<file path="src/rtl/rr_onehot_grant_sched_pkg.sv">
// ----------------------------------------------------------------------------
// sched_pkg
//   Shared types and helpers for the round-robin grant scheduler family.
//   - sched_state_e : scheduler FSM states (IDLE, GRANT, GAP)
//   - clog2         : ceiling log2, usable in constant expressions
//   - DEF_*         : default parameter values for the scheduler top
//   - RST_PTR       : last-winner pointer value after reset for the default
//                     configuration (N_REQ-1, so the first search starts at 0)
// ----------------------------------------------------------------------------
package sched_pkg;

    typedef enum logic [1:0] {
        IDLE  = 2'd0,
        GRANT = 2'd1,
        GAP   = 2'd2
    } sched_state_e;

    localparam int DEF_N_REQ    = 15;
    localparam int DEF_IDX_W    = 4;
    localparam int DEF_MAX_HOLD = 8;
    localparam int RST_PTR      = DEF_N_REQ - 1;

    function automatic int clog2(input int value);
        int res;
        res = 0;
        for (int i = 0; i < 31; i++) begin
            if ((1 << i) < value) res = i + 1;
        end
        return res;
    endfunction

endpackage

</file>
<file path="src/rtl/rr_onehot_grant_sched_next_idx.sv">
// ----------------------------------------------------------------------------
// rr_next_idx
//   Combinational round-robin search. Returns the first set request bit
//   strictly after last_ptr, wrapping from N_REQ-1 back to 0.
//   Ports:
//     req      in   N_REQ  request vector
//     last_ptr in   IDX_W  index of the previous winner
//     any      out  1      at least one request is set
//     idx      out  IDX_W  winning index (meaningful only when any=1)
// ----------------------------------------------------------------------------
module rr_next_idx #(
    parameter int N_REQ = 15,
    parameter int IDX_W = 4
) (
    input  logic [N_REQ-1:0] req,
    input  logic [IDX_W-1:0] last_ptr,
    output logic             any,
    output logic [IDX_W-1:0] idx
);

    logic [2*N_REQ-1:0] dbl;
    logic [N_REQ-1:0]   rot;
    logic [IDX_W:0]     start;
    logic [IDX_W:0]     off;
    logic [IDX_W:0]     sum;

    always_comb begin
        // Search begins one past the previous winner; N_REQ-1 wraps to 0.
        if (last_ptr >= IDX_W'(N_REQ - 1)) begin
            start = '0;
        end else begin
            start = {1'b0, last_ptr} + 1'b1;
        end

        // Doubling the vector turns the rotate into a plain right shift:
        // bit k of rot is request (start + k) mod N_REQ.
        dbl = {req, req};
        rot = N_REQ'(dbl >> start);

        // Lowest set bit of the rotated vector is the winner's offset.
        off = '0;
        for (int i = N_REQ - 1; i >= 0; i--) begin
            if (rot[i]) off = (IDX_W + 1)'(i);
        end

        sum = start + off;
        if (sum >= (IDX_W + 1)'(N_REQ)) begin
            sum = sum - (IDX_W + 1)'(N_REQ);
        end

        any = |req;
        idx = sum[IDX_W-1:0];
    end

endmodule

</file>
<file path="src/rtl/rr_onehot_grant_sched.sv">
// ----------------------------------------------------------------------------
// rr_onehot_grant_sched
//   Round-robin scheduler sharing one binary-indexed select bus among up to
//   N_REQ requesters. A winner holds the grant until it releases, drops its
//   request, or has held for MAX_HOLD cycles; every grant is followed by one
//   bubble cycle (GAP) with grant_valid low so the downstream select settles.
//   All outputs are registered.
//   Ports:
//     clk          in   1      rising-edge clock
//     rst          in   1      asynchronous active-high reset
//     req          in   N_REQ  level-sensitive requests, bit i = requester i
//     release_i    in   1      current owner done (looked at only in GRANT)
//     grant_valid  out  1      grant active (bin->onehot decoder in_valid)
//     grant_idx    out  IDX_W  owner index (decoder in); holds while invalid
//     grant_onehot out  N_REQ  registered one-hot of grant_idx, 0 when invalid
//     busy         out  1      scheduler not IDLE
//     timeout      out  1      one-cycle pulse: grant ended on the hold limit
// ----------------------------------------------------------------------------
module rr_onehot_grant_sched
    import sched_pkg::*;
#(
    parameter int N_REQ    = DEF_N_REQ,
    parameter int IDX_W    = DEF_IDX_W,
    parameter int MAX_HOLD = DEF_MAX_HOLD
) (
    input  logic             clk,
    input  logic             rst,
    input  logic [N_REQ-1:0] req,
    input  logic             release_i,
    output logic             grant_valid,
    output logic [IDX_W-1:0] grant_idx,
    output logic [N_REQ-1:0] grant_onehot,
    output logic             busy,
    output logic             timeout
);

    localparam int               CNT_W     = clog2(MAX_HOLD) + 1;
    localparam logic [CNT_W-1:0] HOLD_LAST = CNT_W'(MAX_HOLD - 1);
    localparam logic [IDX_W-1:0] PTR_RST   = IDX_W'(N_REQ - 1);

    sched_state_e     state_q, state_d;
    logic [IDX_W-1:0] last_ptr_q, last_ptr_d;
    logic [CNT_W-1:0] hold_cnt_q, hold_cnt_d;
    logic             grant_valid_q, grant_valid_d;
    logic [IDX_W-1:0] grant_idx_q, grant_idx_d;
    logic [N_REQ-1:0] grant_onehot_q, grant_onehot_d;
    logic             busy_q, busy_d;
    logic             timeout_q, timeout_d;

    logic             nxt_any;
    logic [IDX_W-1:0] nxt_idx;
    logic             owner_req;
    logic             hold_done;

    function automatic logic [N_REQ-1:0] to_onehot(input logic [IDX_W-1:0] idx);
        logic [N_REQ-1:0] oh;
        oh = '0;
        for (int i = 0; i < N_REQ; i++) begin
            oh[i] = (idx == IDX_W'(i));
        end
        return oh;
    endfunction

    rr_next_idx #(
        .N_REQ (N_REQ),
        .IDX_W (IDX_W)
    ) u_next_idx (
        .req      (req),
        .last_ptr (last_ptr_q),
        .any      (nxt_any),
        .idx      (nxt_idx)
    );

    always_comb begin
        state_d        = state_q;
        last_ptr_d     = last_ptr_q;
        hold_cnt_d     = hold_cnt_q;
        grant_valid_d  = grant_valid_q;
        grant_idx_d    = grant_idx_q;
        grant_onehot_d = grant_onehot_q;
        timeout_d      = 1'b0;

        owner_req = req[grant_idx_q];
        hold_done = (hold_cnt_q == HOLD_LAST);

        case (state_q)
            GRANT: begin
                if (release_i || !owner_req || hold_done) begin
                    state_d        = GAP;
                    grant_valid_d  = 1'b0;
                    grant_onehot_d = '0;
                    // Release and request drop take precedence over the limit.
                    timeout_d      = hold_done && !release_i && owner_req;
                end else begin
                    hold_cnt_d = hold_cnt_q + 1'b1;
                end
            end
            default: begin
                // IDLE and GAP both arbitrate; GAP lasts exactly one cycle.
                if (nxt_any) begin
                    state_d        = GRANT;
                    last_ptr_d     = nxt_idx;
                    hold_cnt_d     = '0;
                    grant_valid_d  = 1'b1;
                    grant_idx_d    = nxt_idx;
                    grant_onehot_d = to_onehot(nxt_idx);
                end else begin
                    state_d = IDLE;
                end
            end
        endcase

        busy_d = (state_d != IDLE);
    end

    always_ff @(posedge clk or posedge rst) begin
        if (rst) begin
            state_q        <= IDLE;
            last_ptr_q     <= PTR_RST;
            hold_cnt_q     <= '0;
            grant_valid_q  <= 1'b0;
            grant_idx_q    <= '0;
            grant_onehot_q <= '0;
            busy_q         <= 1'b0;
            timeout_q      <= 1'b0;
        end else begin
            state_q        <= state_d;
            last_ptr_q     <= last_ptr_d;
            hold_cnt_q     <= hold_cnt_d;
            grant_valid_q  <= grant_valid_d;
            grant_idx_q    <= grant_idx_d;
            grant_onehot_q <= grant_onehot_d;
            busy_q         <= busy_d;
            timeout_q      <= timeout_d;
        end
    end

    assign grant_valid  = grant_valid_q;
    assign grant_idx    = grant_idx_q;
    assign grant_onehot = grant_onehot_q;
    assign busy         = busy_q;
    assign timeout      = timeout_q;

endmodule

</file>
<file path="config.mk">
export PLATFORM = sky130hd
export DESIGN_NAME = rr_onehot_grant_sched
export DESIGN_NICKNAME = d
export VERILOG_FILES = /design/src/rtl/rr_onehot_grant_sched_pkg.sv /design/src/rtl/rr_onehot_grant_sched_next_idx.sv /design/src/rtl/rr_onehot_grant_sched.sv
export SDC_FILE = /design/constraint.sdc
export NUM_CORES = 1
export LEC_CHECK = 0
export CORE_MARGIN = 2
export CORE_UTILIZATION = 51
export CTS_CLUSTER_DIAMETER = 200
export CTS_CLUSTER_SIZE = 30
export DETAILED_ROUTE_END_ITERATION = 8
export GPL_TIMING_DRIVEN = 0
export PLACE_DENSITY = 0.75
export SLEW_MARGIN = 10
export SYNTH_ARGS = -nofsm -noshare
export SYNTH_HDL_FRONTEND = slang
export SYNTH_SLANG_ARGS = --single-unit
</file>
<file path="constraint.sdc">
create_clock -name clk -period 4.6 [get_ports clk]
set_clock_uncertainty 0.15 [all_clocks]
set_input_delay 1.15 -clock clk [delete_from_list [all_inputs] [get_ports clk]]
set_output_delay 1.15 -clock clk [all_outputs]
set_load 0.01 [all_outputs]
</file>
==> results.md <==
| Quantity | Value |
| --- | --- |
| Status | complete, but fails checks |
| Violations in the final reports | negative setup slack |
| Number of buffers on the longest clock path | 2 |
| Grt total ovfl | 0 |
| Yosys Warn Count | 0 |
| FP Rows | 28 |
| Type of the tightest min-delay check | reg2reg |
| Critical path required time | 4.66 ns |
| Largest stage delay on the critical path | 0.42 ns |
| Detailed-route vias per instance | 6.81 |
| Sequential-to-total area share from yosys stat | 0.256 |
| Pin count of the biggest net entering global routing | 32 |
| Clock period minus final worst setup slack | 5.08 ns |
| Vias post-DR | 3530 |
| Number of H-tree branching levels | 2 |
| Async set-or-reset flop fraction in the synthesized netlist | 1.00 |
| Antenna-violating nets left | 0 |
| GRT Max-Usage Layer | met2 |
| Post-DR wirelength/cell | 21.2 µm |
| Number of unique standard cell types used by synthesis | 67 |
| Synth top area share | 0.230 |
| Die ar. | 0.00660 mm² |
| Share of post-route cells with drive strength above 1 | 0.402 |
| Net total in the final layout | 469 |
| Number of sinks handled by clock tree synthesis | 31 |
| Via count of the first global-routing pass | 3244 |
| Root Buffer | clkbuf_8 |
| CP Launch Type | flop |
| Maximum fanout count along the critical path | 6 |
| Critical path data arrival time | 5.14 ns |
| Setup WS post-layout | -0.476 ns |
| Final Hold Viols | 0 |
| TritonCTS buffer count | 5 |
| Setup violation total in the final timing report | 22 |
| Final critical-path share of the clock period | 1.10 |
| Overall global routing resource usage | 0.309 |
| Met2 routing resource usage after global routing | 0.561 |
| Synthesized instance count | 357 |
| Placeable core area | 0.00585 mm² |
| M3 GR Usage | 0.0378 |
| Cell area after technology mapping | 0.00304 mm² |
| Worst-margin pin slew | 1.05 ns |
| Hold buffers post-CTS | 0 |
| Master of the slowest instance on the critical path | fa_2 |
| Final routed DRC violation total | 0 |
| Finished Cell Area | 0.00454 mm² |
| Kind of cell adding the most delay to the critical path | compound AO/OA/AOI/OAI gates |
| Wire length of the first global-routing pass | 15.7 mm |
| Syn_nets | 384 |
| Top flip-flop cell by instance count after synthesis | dfrtp_1 |
| Relative area change from synthesis to final layout | 49.4% |
| Commonest cells in the netlist | nand2_1 (31), nor2_1 (31), dfrtp_1 (28), a22o_1 (18), mux2i_1 (18) |
| #FFs+latches synth | 31 |
| Post-CTS clock slew at the launch and capture registers of the worst setup and hold paths | 0.06 ns |
| I/O pin total | 40 |
| Start-to-end type of the worst setup path | reg2reg |
| Dominant cells by area after synthesis | dfrtp_1 (23%), mux2i_1 (5.9%), a22o_1 (5.2%) |
| Max-slew headroom at the worst pin | 0.293 |
| Clock tree from TritonCTS | yes |
| Cell repeated most along the worst path | buf_4 |
| RD Place Congestion | 0.950 |
| Number of port buffers | 38 |
| Die outline width | 81.2 µm |
| Max-slew violation count | 0 |
| Detailed Place HPWL | 6.70 mm |
| Clock latency at the later pin of the worst-skew pair | 0.28 ns |
| Capturing element type of the critical path | flop |
| Effective utilization at floorplan | 0.520 |
| Antenna Cells | 0 |
| Maximum clock frequency | 197 MHz |
| Detailed Route WL | 11.0 mm |
| Buffers and inverters on the worst path | 6 |
| GRT met1 Usage | 0.358 |
| Chip Height | 81.2 µm |
| Count of TritonRoute iterations in the first routing pass | 6 |
| Max Cap Viol | 0 |
| Cells traversed along the worst timing path | buf_6 > inv_8 > ha_4 > buf_8 > buf_4 > mux2i_1 > o31ai_2 > a21oi_2 > mux2i_1 > buf_4 > a22o_1 > o2111a_1 > o311ai_2 > a21oi_1 > buf_4 > fa_2 > a21o_1 > a21oi_2 > xnor2_2 > o21ai_0 > o21ai_2 > and2_1 > a22o_1 |
| Cell area after placement | 0.00366 mm² |
| Initial antenna violation count | 0 |
| Number of enable-type register cells in the synthesized netlist | 0 |
| Cell accounting for the most synthesized area | dfrtp_1 |
| Avg Synthesized Cell Area | 8.52 µm² |
| Setup repair after global routing missed its margin | yes |
| Violation count after the first detailed-route iteration | 178 |
## layout by cell type (no fill, tap or decap), types with 5 or more instances in the layout
cell,Yosys,routed
nand2b_1,15,9
a21o_1,5,5
o21ai_1,1,7
buf_4,1,42
dfrtp_1,28,28
buf_8,0,5
o31ai_2,0,5
buf_2,14,16
nand3_1,6,6
mux2i_4,1,5
clkdlybuf4s50_1,0,24
nor2_1,31,25
mux2i_2,1,6
mux2i_1,18,9
inv_1,10,8
a211oi_1,11,7
ha_1,8,5
o21ai_0,17,9
nand2b_4,0,6
buf_6,3,8
o21a_1,7,7
nor3_1,6,5
a21oi_1,15,10
nand2_1,31,25
nand2_2,0,5
clkbuf_1,8,6
clkbuf_8,0,7
a22o_1,18,18
o31ai_1,10,5
## through the flow
step	setup slack [ns]	std cells	hold slack [ns]	util	TNS (ns)
after floorplan	-0.0696	357	0.328	-	-0.317
after global placement	-1.32	470	0.339	0.626	-25.23
after detailed placement	-1.37	470	0.342	0.626	-26.04
after CTS	-0.378	507	0.358	0.724	-5.45
after global routing	-0.639	518	0.379	0.777	-12.08
final	-0.476	518	0.355	0.777	-8.02
## cell families after synthesis
group	count (synthesis)	synth area share
buffers and inverters	39	0.0625
DFF	31	0.256
adders and majority gates	9	0.0395
xor gates and xnor gates	6	0.0173
AOI/OAI and AO/OA	130	0.328
muxes	29	0.116
and+or+nand+nor	113	0.181
## final timing paths
kind / startpoint / endpoint / slack, ns / cells past startpoint
worst max-delay path: last_ptr_q[0]$_DFFE_PP0P_ / grant_onehot[10]$_DFFE_PP0P_ / -0.48 / 23
worst min-delay path: grant_onehot[9]$_DFFE_PP0P_ / grant_onehot[9]$_DFFE_PP0P_ / 0.36 / 1
worst max register to register: last_ptr_q[0]$_DFFE_PP0P_ / grant_onehot[10]$_DFFE_PP0P_ / -0.48 / 23
worst min register to register: grant_onehot[9]$_DFFE_PP0P_ / grant_onehot[9]$_DFFE_PP0P_ / 0.36 / 1
max in group asynchronous: rst / hold_cnt_q[3]$_DFFE_PP0P_ / 2.66 / 2
min in group asynchronous: rst / grant_idx[2]$_DFFE_PP0P_ / 1.17 / 2
## per-layer routing
metal / wire length (µm) / part of all wire / vias to the layer above
met1: 4180 / 0.38 / 1710
met2: 5470 / 0.50 / 219
met5: 0 / 0 / -
li1: - / - / 1537
met3: 794 / 0.072 / 64
met4: 548 / 0.050 / 0
## worst reg2reg max path: stages, from the launching register on
cell      delay [ns]
dfrtp_1         0.38
buf_6           0.14
inv_8           0.03
ha_4            0.32
buf_8           0.15
buf_4           0.12
mux2i_1         0.28
o31ai_2         0.12
a21oi_2         0.18
mux2i_1         0.13
buf_4           0.15
a22o_1          0.20
o2111a_1        0.16
o311ai_2        0.23
a21oi_1         0.12
buf_4           0.16
fa_2            0.42
a21o_1          0.20
a21oi_2         0.18
xnor2_2         0.18
o21ai_0         0.18
o21ai_2         0.32
and2_1          0.32
a22o_1          0.19
## area by class of cell
type | count | area, µm²
Buffer | 26 | 235
Clock buffer | 8 | 100
Fill cell | 384 | 1310
Inverter | 12 | 55.1
Multi-Input combinational cell | 287 | 2610
Sequential cell | 31 | 779
Tap cell | 75 | 93.8
Timing Repair Buffer | 79 | 672
## registers in the layout, indices dropped and copies added (netlist names)
name	cells
hold_cnt_q	4
state_q	2
last_ptr_q	4
busy	1
grant_onehot	15
grant_valid	1
timeout	1
grant_idx	3
## timing repair
item	4_1_cts	5_1_grt
pin swaps	28	32
gates resized for setup	127	43
endpoints found under the setup margin	22	22
cloned	0	2
buffers inserted	30	9
Power is not shown: default switching activity piles up to over one toggle a cycle in this logic, so the estimate is an artifact.
